--- src/rtl/ctrl_pipe.sv ---
// ctrl_pipe: pipeline control for ID->EX->MEM->WB with hazards and halt FSM.
// In: clk, rst_n, id_* bundle, ex_branch_taken.
// Out: ex_/mem_/wb_* bundles, stall, flush, pc_write, ifid_write, halted, stall_cnt.
module ctrl_pipe (
  input  logic        clk,
  input  logic        rst_n,
  input  logic        id_valid,
  input  logic [3:0]  id_opcode,
  input  logic [3:0]  id_rs,
  input  logic [3:0]  id_rt,
  input  logic [3:0]  id_rd,
  input  logic        id_uses_rt,
  input  logic        id_memRead,
  input  logic        id_memWrite,
  input  logic        id_memToReg,
  input  logic        id_ALUsrc,
  input  logic        id_regWrite,
  input  logic        id_branch,
  input  logic        id_writeFlag,
  input  logic        id_regWriteSelect,
  input  logic        ex_branch_taken,
  output logic        ex_valid,
  output logic        ex_memRead,
  output logic        ex_memWrite,
  output logic        ex_memToReg,
  output logic        ex_ALUsrc,
  output logic        ex_regWrite,
  output logic        ex_branch,
  output logic        ex_writeFlag,
  output logic        ex_regWriteSelect,
  output logic [3:0]  ex_rd,
  output logic        ex_halt,
  output logic        mem_valid,
  output logic        mem_memRead,
  output logic        mem_memWrite,
  output logic        mem_memToReg,
  output logic        mem_ALUsrc,
  output logic        mem_regWrite,
  output logic        mem_branch,
  output logic        mem_writeFlag,
  output logic        mem_regWriteSelect,
  output logic [3:0]  mem_rd,
  output logic        mem_halt,
  output logic        wb_valid,
  output logic        wb_memRead,
  output logic        wb_memWrite,
  output logic        wb_memToReg,
  output logic        wb_ALUsrc,
  output logic        wb_regWrite,
  output logic        wb_branch,
  output logic        wb_writeFlag,
  output logic        wb_regWriteSelect,
  output logic [3:0]  wb_rd,
  output logic        wb_halt,
  output logic        stall,
  output logic        flush,
  output logic        pc_write,
  output logic        ifid_write,
  output logic        halted,
  output logic [15:0] stall_cnt
);

  localparam logic [3:0] OP_HLT = 4'b1111;

  typedef struct packed {
    logic       valid;
    logic       memRead;
    logic       memWrite;
    logic       memToReg;
    logic       ALUsrc;
    logic       regWrite;
    logic       branch;
    logic       writeFlag;
    logic       regWriteSelect;
    logic [3:0] rd;
    logic       halt;
  } ctl_t;

  typedef enum logic [1:0] {
    RUN,
    DRAIN,
    HALTED
  } state_t;

  state_t state;
  ctl_t   id_b;
  ctl_t   ex_q;
  ctl_t   mem_q;
  ctl_t   wb_q;
  logic   run;
  logic   rd_hit;
  logic   bubble;

  always_comb begin
    id_b                = '0;
    id_b.valid          = id_valid;
    id_b.memRead        = id_memRead;
    id_b.memWrite       = id_memWrite;
    id_b.memToReg       = id_memToReg;
    id_b.ALUsrc         = id_ALUsrc;
    id_b.regWrite       = id_regWrite;
    id_b.branch         = id_branch;
    id_b.writeFlag      = id_writeFlag;
    id_b.regWriteSelect = id_regWriteSelect;
    id_b.rd             = id_rd;
    id_b.halt           = (id_opcode == OP_HLT);
  end

  // r0 is hardwired zero, so a load into it never creates a hazard.
  assign rd_hit = (ex_q.rd != 4'd0) &&
                  ((ex_q.rd == id_rs) ||
                   (id_uses_rt && (ex_q.rd == id_rt)));

  assign run   = (state == RUN);
  assign flush = ex_q.valid & ex_q.branch & ex_branch_taken;
  assign stall = id_valid & ex_q.valid & ex_q.memRead &
                 rd_hit & ~flush;

  assign bubble     = stall | flush | ~id_valid | ~run;
  assign pc_write   = ~stall & run;
  assign ifid_write = ~stall & run;

  always_ff @(posedge clk or negedge rst_n) begin
    if (!rst_n) begin
      ex_q  <= '0;
      mem_q <= '0;
      wb_q  <= '0;
    end else begin
      ex_q  <= bubble ? '0 : id_b;
      mem_q <= ex_q;
      wb_q  <= mem_q;
    end
  end

  always_ff @(posedge clk or negedge rst_n) begin
    if (!rst_n) begin
      state  <= RUN;
      halted <= 1'b0;
    end else begin
      unique case (state)
        RUN: begin
          if (!bubble && id_b.halt)
            state <= DRAIN;
        end
        DRAIN: begin
          if (wb_q.valid && wb_q.halt) begin
            state  <= HALTED;
            halted <= 1'b1;
          end
        end
        HALTED: begin
          state  <= HALTED;
          halted <= 1'b1;
        end
        default: begin
          state  <= RUN;
          halted <= 1'b0;
        end
      endcase
    end
  end

  always_ff @(posedge clk or negedge rst_n) begin
    if (!rst_n)
      stall_cnt <= '0;
    else if (stall && (stall_cnt != 16'hFFFF))
      stall_cnt <= stall_cnt + 16'd1;
  end

  assign ex_valid           = ex_q.valid;
  assign ex_memRead         = ex_q.memRead;
  assign ex_memWrite        = ex_q.memWrite;
  assign ex_memToReg        = ex_q.memToReg;
  assign ex_ALUsrc          = ex_q.ALUsrc;
  assign ex_regWrite        = ex_q.regWrite;
  assign ex_branch          = ex_q.branch;
  assign ex_writeFlag       = ex_q.writeFlag;
  assign ex_regWriteSelect  = ex_q.regWriteSelect;
  assign ex_rd              = ex_q.rd;
  assign ex_halt            = ex_q.halt;

  assign mem_valid          = mem_q.valid;
  assign mem_memRead        = mem_q.memRead;
  assign mem_memWrite       = mem_q.memWrite;
  assign mem_memToReg       = mem_q.memToReg;
  assign mem_ALUsrc         = mem_q.ALUsrc;
  assign mem_regWrite       = mem_q.regWrite;
  assign mem_branch         = mem_q.branch;
  assign mem_writeFlag      = mem_q.writeFlag;
  assign mem_regWriteSelect = mem_q.regWriteSelect;
  assign mem_rd             = mem_q.rd;
  assign mem_halt           = mem_q.halt;

  assign wb_valid           = wb_q.valid;
  assign wb_memRead         = wb_q.memRead;
  assign wb_memWrite        = wb_q.memWrite;
  assign wb_memToReg        = wb_q.memToReg;
  assign wb_ALUsrc          = wb_q.ALUsrc;
  assign wb_regWrite        = wb_q.regWrite;
  assign wb_branch          = wb_q.branch;
  assign wb_writeFlag       = wb_q.writeFlag;
  assign wb_regWriteSelect  = wb_q.regWriteSelect;
  assign wb_rd              = wb_q.rd;
  assign wb_halt            = wb_q.halt;

endmodule

--- config.mk ---
export PLATFORM = sky130hd
export DESIGN_NAME = ctrl_pipe
export DESIGN_NICKNAME = d
export VERILOG_FILES = /design/src/rtl/ctrl_pipe.sv
export SDC_FILE = /design/constraint.sdc
export NUM_CORES = 1
export LEC_CHECK = 0
export BUFFER_PORTS_ARGS = -buffer_cell sky130_fd_sc_hd__buf_2
export CAP_MARGIN = 10
export CORE_AREA = 2 2 71 73
export DETAILED_ROUTE_END_ITERATION = 7
export DIE_AREA = 0 0 73 75
export GPL_TIMING_DRIVEN = 0
export PLACE_DENSITY_LB_ADDON = 0.08
export SLEW_MARGIN = 10
export SYNTH_ARGS = -nofsm -noshare
export SYNTH_HDL_FRONTEND = slang
export SYNTH_SLANG_ARGS = --single-unit
--- constraint.sdc ---
create_clock -name clk -period 4.9 [get_ports clk]
set_clock_uncertainty 0.1 [all_clocks]
set_input_delay 0.98 -clock clk [delete_from_list [all_inputs] [get_ports clk]]
set_output_delay 0.98 -clock clk [all_outputs]
set_load 0.03 [all_outputs]
==> impl_results.md <==
* Status: complete, no violations
* Die W at 73 µm
* Critical Path Source: id_rs[3]
* Seq cells post-synth at 61
* Worst Path Arrival at 2.38 ns
* Total Power at 1.50 mW
* Clk sink count at 61
* Main synth FF type: dfrtp_1
* Root Driver: clkbuf_8
* Largest net degree at the start of global routing at 62
* Seq/Total Area, Yosys at 64.8%
* Initial antenna violation count at 0
* Period utilization at 70.6%
* Routability cong. at 0.851
* F_max at 289 MHz
* CP max FO at 8
* # DRC at 0
* FF+latch area at 1530 µm²
* CP Buf/Inv Count at 3
* Clk_lat worst skew at 0.32 ns
* Max rail drop VDD at 0.281 mV
* WP data required at 3.82 ns
* Worst Tran Pin Value at 0.737 ns
* Syn Nets at 202
* Ys async rst share at 100%
* Max-Cap Viols at 0
* Multi-input gate area at 785 µm²
* Slew Viols, Final at 0
* Max-slew headroom at 50.9%
* Mapped Area at 2360 µm²
* Nets at 304
* CTS buffer count at 9
* Final cell count without fillers at 330
* Reg2reg start: stall_cnt[0]
* Total I/O pin count at 92
* Util after Layout at 66.4%
* Post-cts hold buffer count at 0
* Fill cells at 357
* Core Region at 4660 µm²
* Hold path cells at 0
* R2r endpoint: stall_cnt[1]
* Starting Density at 50.6%
* Post-route ant nets at 0
* CTS tree: done
* Vias at 1708
* Post-CTS Setup Bufs at 0
* Die Span Y at 75 µm
* Fin Hold WS at 0.267 ns
* Critical path class: in2out
* Fraction of layout cells with a size suffix above 1 at 44.6%
* R2R setup slack at 2.73 ns
* DRT iter0 DRCs at 115
* Worst path slowest cell: nor4_4
* Total track usage at 18.6%
* WL/cell at 14.3 µm
* Die area at 5480 µm²
* Number of synthesized flops with an enable pin at 0
* H-tree depth at 3
* Final HPWL DP at 3.31 mm
* WHS Endpoint: mem_regWriteSelect
* Detailed Route WL at 4.73 mm
* Register clock-pin slew on the reported worst setup and hold paths at 0.07 ns
* Worst hold path class: reg2reg
* Cell row count at 25
* Setup Viol. Count Final at 0
* Min cycle time layout at 3.46 ns
* Drt via density at 5.18
* RSZ-0062 raised after global routing: false
* Syn Inst Count at 170
* Maximum clock insertion buffer count at 2
* Leak pwr at 1.66 nW
* Grt ovf at 0
* Average size of a mapped cell at 13.9 µm²
* Distinct cells, synth at 36
* PortBufs at 91
* Power Dens Cells at 486 nW/µm²
* Most frequent CP cell: buf_2
* Drt pass-1 iters at 4
* Startpoint class of the critical path: input port
* Final hold vios at 0
* CP delay by family, top: simple AND/OR/NAND/NOR gates
* Synth Warn # at 0
* P&R area growth vs syn at 31.4%
* DP Cell Count at 315
* Antenna cells at 0
* Crit end category: output pin
* Min-delay src: ex_regWriteSelect
* Critical path's largest stage delay at 0.36 ns
* First-pass GRT wire length at 7.54 mm
* Setup TNS at 0 ns
* Worst-case reg-to-reg path depth at 6
* Number of global-route vias before repair at 1651
* Crit-path cells: buf_2 > xor2_1 > nor4_4 > a31o_4 > and2_1 > nor2b_1 > buf_4 > buf_2
* Gates resized, CTS repair at 0
-- Yosys cell counts, types with 3 or more instances --
cell type,instances,share of area [%]
nor3_1,4,0.85
dfrtp_1,61,65
ha_1,3,1.6
nand2_1,3,0.48
xor2_1,8,3.0
xnor2_1,14,5.2
and3_1,8,2.1
and2_1,14,3.7
nand3_1,7,1.5
nand4_1,11,2.9
nor2_1,4,0.64
inv_1,3,0.48
-- sequential cells by signal, summed over array words and instances (netlist names), 2 cells and up --
signal / cells
mem_rd: 4
stall_cnt: 16
ex_rd: 4
wb_rd: 4
state: 2
-- power by group --
part           switching (mW)  internal, mW  leakage, nW
sequential             0.0428         0.576        0.820
combinational           0.272         0.130        0.739
clock                   0.187         0.297        0.105
-- cell type report --
class | instances | share of cell area [%]
buffer | 4 | 1.13
multi-input combinational | 102 | 25.3
tap | 54 | 2.18
clock inverter | 4 | 2.34
timing repair buffer | 91 | 14.8
clock buffer | 11 | 4.57
sequential | 61 | 49.3
inverter | 3 | 0.364
-- cell families (layout without fill, tap and decap cells) --
family,after synthesis,after routing,synth area share (%)
buffers and inverters,7,113,1.96
multiplexers,3,3,1.75
AO/OA/AOI/OAI,10,10,4.25
flip-flops,61,61,64.8
AND/OR/NAND/NOR,64,64,17.5
adder cells (fa/ha/maj),3,3,1.59
XOR/XNOR,22,22,8.17
-- how the worst max path moves through the flow --
| stage | end | slack [ns] | cells after the start |
|---|---|---|---|
| 3_3_place_gp | pc_write | 1.44 | 8 |
| 4_1_cts | pc_write | 1.43 | 8 |
| 5_1_grt | pc_write | 1.37 | 8 |
| 2_1_floorplan | pc_write | 1.24 | 6 |
| 3_5_place_dp | pc_write | 1.43 | 8 |
| 6_report | pc_write | 1.44 | 8 |
-- routing by layer --
layer,track usage (%),routed length (µm),vias to the layer above
li1,-,-,806
met1,23.5,2040,832
met2,29.7,2320,61
met3,5.09,274,9
met4,9.47,97,0
met5,0,0,-
-- through the flow --
| stage | instance area [µm²] | setup slack, ns |
|---|---|---|
| after detailed placement | 2880 | 1.43 |
| after global placement | 2880 | 1.44 |
| after CTS | 3100 | 1.43 |
| after global routing | 3100 | 1.37 |
| final | 3100 | 1.44 |
| after floorplan | 2360 | 1.24 |
-- cell usage in the layout (no fill, tap or decap), types with 2 or more instances in the layout --
master      n
buf_4       2
bufinv_16   2
xor2_1      8
mux2_4      2
nor2_1      4
clkbuf_8   10
nor3_1      4
xnor2_1    14
buf_6       2
and2_1     14
inv_1       3
a21oi_1     2
dfrtp_1    61
ha_1        3
nor2b_1     2
nand3_1     7
nand2_1     3
a31oi_1     2
nand4b_1    2
buf_2      91
nand4_1    11
and3_1      8
No activity file was read; power rests on OpenSTA's default activity.
